## src/rtl/mem_bus_arbiter.sv

```systemverilog
// Two-port arbiter and sequencer for the 64 KB byte-wide main memory.
// Shares memory between port A (CPU) and port B (loader/DMA).
//
// Ports:
//   clk, rst_n        clock (rising edge), async active-low reset
//   a_req/a_rw        port A request (held until a_ack), 1 = read
//   a_addr/a_wdata    port A address and write data
//   a_ack/a_rdata     port A completion pulse, read data (held)
//   b_*               same set for port B
//   mem_en/mem_rw     memory enable, direction (1 = read)
//   mem_addr/wdata    memory address and write data
//   mem_rdata         memory read data (combinational from memory)
//   grant             one-hot {B,A} owner of current transfer
//   busy              high whenever a transfer is in flight
module mem_bus_arbiter #(
    parameter int ADDR_W      = 16,
    parameter int DATA_W      = 8,
    parameter int WAIT_CYCLES = 1,
    parameter int RR_EN       = 1
) (
    input  logic              clk,
    input  logic              rst_n,
    input  logic              a_req,
    input  logic              a_rw,
    input  logic [ADDR_W-1:0] a_addr,
    input  logic [DATA_W-1:0] a_wdata,
    output logic              a_ack,
    output logic [DATA_W-1:0] a_rdata,
    input  logic              b_req,
    input  logic              b_rw,
    input  logic [ADDR_W-1:0] b_addr,
    input  logic [DATA_W-1:0] b_wdata,
    output logic              b_ack,
    output logic [DATA_W-1:0] b_rdata,
    output logic              mem_en,
    output logic              mem_rw,
    output logic [ADDR_W-1:0] mem_addr,
    output logic [DATA_W-1:0] mem_wdata,
    input  logic [DATA_W-1:0] mem_rdata,
    output logic [1:0]        grant,
    output logic              busy
);

    if (WAIT_CYCLES < 1) begin : g_bad_wait
        $error("mem_bus_arbiter: WAIT_CYCLES must be >= 1");
    end

    localparam int CNT_W = (WAIT_CYCLES > 1) ? $clog2(WAIT_CYCLES) : 1;
    localparam logic [CNT_W-1:0] CNT_LOAD = CNT_W'(WAIT_CYCLES - 1);

    typedef enum logic [1:0] {
        IDLE    = 2'd0,
        ACCESS  = 2'd1,
        RELEASE = 2'd2
    } state_t;

    state_t            state_q, state_d;
    logic [CNT_W-1:0]  cnt_q, cnt_d;
    logic              rw_q, rw_d;
    logic [ADDR_W-1:0] addr_q, addr_d;
    logic [DATA_W-1:0] wdata_q, wdata_d;
    logic [1:0]        grant_q, grant_d;
    logic              last_b_q, last_b_d;
    logic [DATA_W-1:0] a_rdata_q, a_rdata_d;
    logic [DATA_W-1:0] b_rdata_q, b_rdata_d;
    logic              pick_b;

    // B wins when alone, or on a tie when round-robin says it is B's turn.
    assign pick_b = (b_req && !a_req) ||
                    (a_req && b_req && (RR_EN != 0) && !last_b_q);

    always_comb begin
        state_d   = state_q;
        cnt_d     = cnt_q;
        rw_d      = rw_q;
        addr_d    = addr_q;
        wdata_d   = wdata_q;
        grant_d   = grant_q;
        last_b_d  = last_b_q;
        a_rdata_d = a_rdata_q;
        b_rdata_d = b_rdata_q;
        unique case (state_q)
            IDLE: begin
                grant_d = 2'b00;
                if (a_req || b_req) begin
                    state_d  = ACCESS;
                    grant_d  = pick_b ? 2'b10 : 2'b01;
                    last_b_d = pick_b;
                    rw_d     = pick_b ? b_rw : a_rw;
                    addr_d   = pick_b ? b_addr : a_addr;
                    wdata_d  = pick_b ? b_wdata : a_wdata;
                    cnt_d    = CNT_LOAD;
                end
            end
            ACCESS: begin
                if (cnt_q == '0) begin
                    state_d = RELEASE;
                    if (rw_q) begin
                        if (grant_q[1]) begin
                            b_rdata_d = mem_rdata;
                        end else begin
                            a_rdata_d = mem_rdata;
                        end
                    end
                end else begin
                    cnt_d = cnt_q - 1'b1;
                end
            end
            RELEASE: begin
                state_d = IDLE;
                grant_d = 2'b00;
            end
            default: begin
                state_d = IDLE;
                grant_d = 2'b00;
            end
        endcase
    end

    always_ff @(posedge clk or negedge rst_n) begin
        if (!rst_n) begin
            state_q   <= IDLE;
            cnt_q     <= '0;
            rw_q      <= 1'b1;
            addr_q    <= '0;
            wdata_q   <= '0;
            grant_q   <= 2'b00;
            last_b_q  <= 1'b1;
            a_rdata_q <= '0;
            b_rdata_q <= '0;
        end else begin
            state_q   <= state_d;
            cnt_q     <= cnt_d;
            rw_q      <= rw_d;
            addr_q    <= addr_d;
            wdata_q   <= wdata_d;
            grant_q   <= grant_d;
            last_b_q  <= last_b_d;
            a_rdata_q <= a_rdata_d;
            b_rdata_q <= b_rdata_d;
        end
    end

    // Strobes decode straight from state so an async reset kills them at once.
    assign mem_en    = (state_q == ACCESS);
    assign a_ack     = (state_q == RELEASE) && grant_q[0];
    assign b_ack     = (state_q == RELEASE) && grant_q[1];
    assign busy      = (state_q != IDLE);
    assign grant     = grant_q;
    assign mem_rw    = rw_q;
    assign mem_addr  = addr_q;
    assign mem_wdata = wdata_q;
    assign a_rdata   = a_rdata_q;
    assign b_rdata   = b_rdata_q;

endmodule

```

## config.mk

```make
export PLATFORM = sky130hd
export DESIGN_NAME = mem_bus_arbiter
export DESIGN_NICKNAME = d
export VERILOG_FILES = /design/src/rtl/mem_bus_arbiter.sv
export SDC_FILE = /design/constraint.sdc
export NUM_CORES = 1
export LEC_CHECK = 0
export CAP_MARGIN = 20
export CORE_ASPECT_RATIO = 2
export CORE_MARGIN = 3
export CORE_UTILIZATION = 41
export CTS_CLUSTER_SIZE = 40
export DETAILED_ROUTE_END_ITERATION = 6
export PLACE_DENSITY = 0.85
export SYNTH_ARGS = -nofsm -noshare
export SYNTH_HDL_FRONTEND = slang
export SYNTH_SLANG_ARGS = --single-unit
```

## constraint.sdc

```tcl
create_clock -name clk -period 2.1 [get_ports clk]
set_clock_uncertainty 0.1 [all_clocks]
set_input_delay 0.42 -clock clk [delete_from_list [all_inputs] [get_ports clk]]
set_output_delay 0.42 -clock clk [all_outputs]
set_load 0.01 [all_outputs]
```

==> results.json <==
{
  "synth_async_sr_flop_share": 1.00,
  "status": "finished clean",
  "syn_inst": 139,
  "nets": 313,
  "grt.busiest_layer": "met2",
  "synth_xor_area_frac": 0,
  "die-height_um": 104,
  "setup_viol": 0,
  "drive_above_1_share": 0.111,
  "rsz0062_at_grt": "false",
  "hold_viol": 0,
  "grt-ovfl-total": 0,
  "synth_top_family_by_area": "compound AO/OA/AOI/OAI gates",
  "ys_ff_latch": 46,
  "synth_compound_area_frac": 0.153,
  "critPathCaptureType": "output port",
  "worst_pin_slew_ns": 0.890,
  "cap_viol_max_count": 0,
  "grt_pass1_vias": 1767,
  "met1_usage": 0.261,
  "ant_nets": 0,
  "path_class": "reg -> out",
  "drt-wirelength-per-cell_um": 18.7,
  "clockRootBuffer": "clkbuf_8",
  "path_cells": "and3b_2 > clkdlybuf4s50_1",
  "synth_edf_count": 0,
  "yosys.area.top_type": "dfrtp_1",
  "dp_hpwl_um": 4360,
  "ys_top_cells_by_area": "dfrtp_1, a221o_1, mux2_1, and3_1, dfstp_2",
  "leakage_nw": 1.46,
  "min_path_type": "in -> async",
  "dr.pass1.iters": 4,
  "max_freq_ghz": 0.489,
  "cts_tree": "done",
  "clk_pin_slew_ns": 0.09,
  "drt-total-wl_um": 5740,
  "place_congestion": 0.801,
  "antenna_cells": 0,
  "dp_slack_ns": -0.137,
  "maxSlewHeadroom": 0.403,
  "grt_antenna_before_repair": 0,
  "path_buf_inv": 1,
  "synth_top_area_frac": 0.556,
  "crit_slowest_cell": "clkdlybuf4s50_1",
  "crit_path_start_kind": "register",
  "synthTopCellsByCount": "dfrtp_1, and3_1, a221o_1, mux2_1, buf_6",
  "clockBufferDepth": 2,
  "cp.arrival_ns": 1.52,
  "syn_nets": 201,
  "tns_ns": 0,
  "io_buffers": 108,
  "post-route-period-util": 0.973,
  "power_density_mw_per_mm2": 1440,
  "chipWidth_um": 55.2,
  "met3_usage": 0.0588,
  "maxSlewViolCount": 0,
  "layout.cells.non_filler": 307,
  "area_delta_synth_final_pct": 62.4,
  "track_usage": 0.224,
  "synthAdderAreaFrac": 0,
  "num_io_pins": 109,
  "min_period_ns": 2.04,
  "synth-main-ff-cell": "dfrtp_1",
  "grt_use_met2": 0.363,
  "cp_max_fo": 5,
  "setup_ws_ns": 0.0568,
  "fin_total_pwr_mw": 4.62,
  "via_per_inst": 5.41,
  "coreArea_mm2": 0.00464,
  "synth_most_common_cell": "dfrtp_1",
  "avgSynthCellArea_um2": 14.3,
  "initial_utilization": 0.427,
  "irDropWorstVdd_mv": 1.00,
  "htreeDepth": 2,
  "muxShareOfSynthArea": 0.0909,
  "via_count": 1661,
  "ys_seq_area_frac": 0.582,
  "netlist_area_mm2": 0.00198,
  "cp_data_required_time_ns": 1.58,
  "crit_family": "buffers and inverters",
  "row_count": 35,
  "ys_warn_count": 0,
  "grt_pass1_wl_um": 9250,
  "cts_sinks": 46,
  "cts_buffers": 5,
  "dp.cells": 299,
  "slowest_delay_ns": 0.54,
  "yosysUniqueCellTypes": 22,
  "synth-simple-area-share": 0.119,
  "design.die.area_mm2": 0.00575,
  "grt_max_degree": 30,
  "hold_buffers": 0,
  "first_iter_violations": 23,
  "drc": 0,
  "clock_latency_ns": 0.30
}
-- cells in the final DEF, fill, tap and decap left out --
cell type / instances
mux2_1: 16
nor2b_4: 1
dlymetal6s2s_1: 1
inv_1: 2
nand3_2: 1
and3_1: 26
nand2b_1: 1
clkdlybuf4s50_1: 106
and3b_1: 1
a22o_1: 2
clkbuf_8: 5
a21boi_2: 1
dfstp_2: 2
and3b_2: 2
and2b_2: 1
nor2_4: 1
a21o_1: 1
buf_12: 1
clkinvlp_4: 1
dfrtp_1: 42
buf_2: 1
a221o_1: 25
clkbuf_1: 1
bufinv_16: 1
dfrtp_2: 2
buf_4: 7
o21ai_4: 1
-- state kept, by name, summed over array words and instances, names as in the netlist --
name,count
mem_addr,16
a_rdata,8
b_rdata,8
mem_wdata,8
grant,2
state_q,2
last_b_q,1
mem_rw,1
-- per-layer routing --
| metal | up-vias | wire [um] |
|---|---|---|
| met3 | 20 | 346 |
| met2 | 74 | 3190 |
| met5 | - | 0 |
| met4 | 0 | 252 |
| li1 | 761 | - |
| met1 | 806 | 1960 |
-- where the power goes --
| part | switching (mW) | internal (mW) |
|---|---|---|
| Sequential | 0.293 | 1.35 |
| Combinational | 0.936 | 1.39 |
| Clock | 0.303 | 0.355 |
-- path summary, 6_finish.rpt --
path                       cells after the start            to  slack [ns]  startpoint
setup / recovery                               2         a_ack        0.06  state_q[0]
hold / removal                                 1  mem_addr[12]        0.03       rst_n
setup reg to reg                               5  mem_wdata[7]        0.34  state_q[0]
hold reg to reg                                1    a_rdata[1]        0.40  a_rdata[1]
max in group asynchronous                      2    b_rdata[5]        1.26       rst_n
min in group clk                               1    a_rdata[1]        0.40  a_rdata[1]
-- per-stage QoR --
step	instance area [um2]	hold slack (ns)	util
floorplan	1980	0.0244	-
global placement	3100	0.367	0.667
detailed placement	3100	0.379	0.667
CTS	3210	0.0488	0.691
global route	3220	0.0772	0.693
finish	3220	0.0271	0.693
-- logic make-up after synthesis --
group           count (synthesis)
flops                          46
mux                            16
buf+inv                        13
compound gates                 30
simple gates                   34
-- area by class of cell --
cell class                 count  area, um2
fill                         354       1420
sequential                    46       1160
timing repair buffer         116       1150
multi-input combinational     80        724
clock buffer                   6       72.6
tap                           55       68.8
clock inverter                 2       37.5
inverter                       2       7.51
-- what timing repair did --
item,CTS,global route
endpoints found under the setup margin,0,4
gates resized for setup,0,4
buffers inserted,0,0
Power figures use the tool's default switching activity.
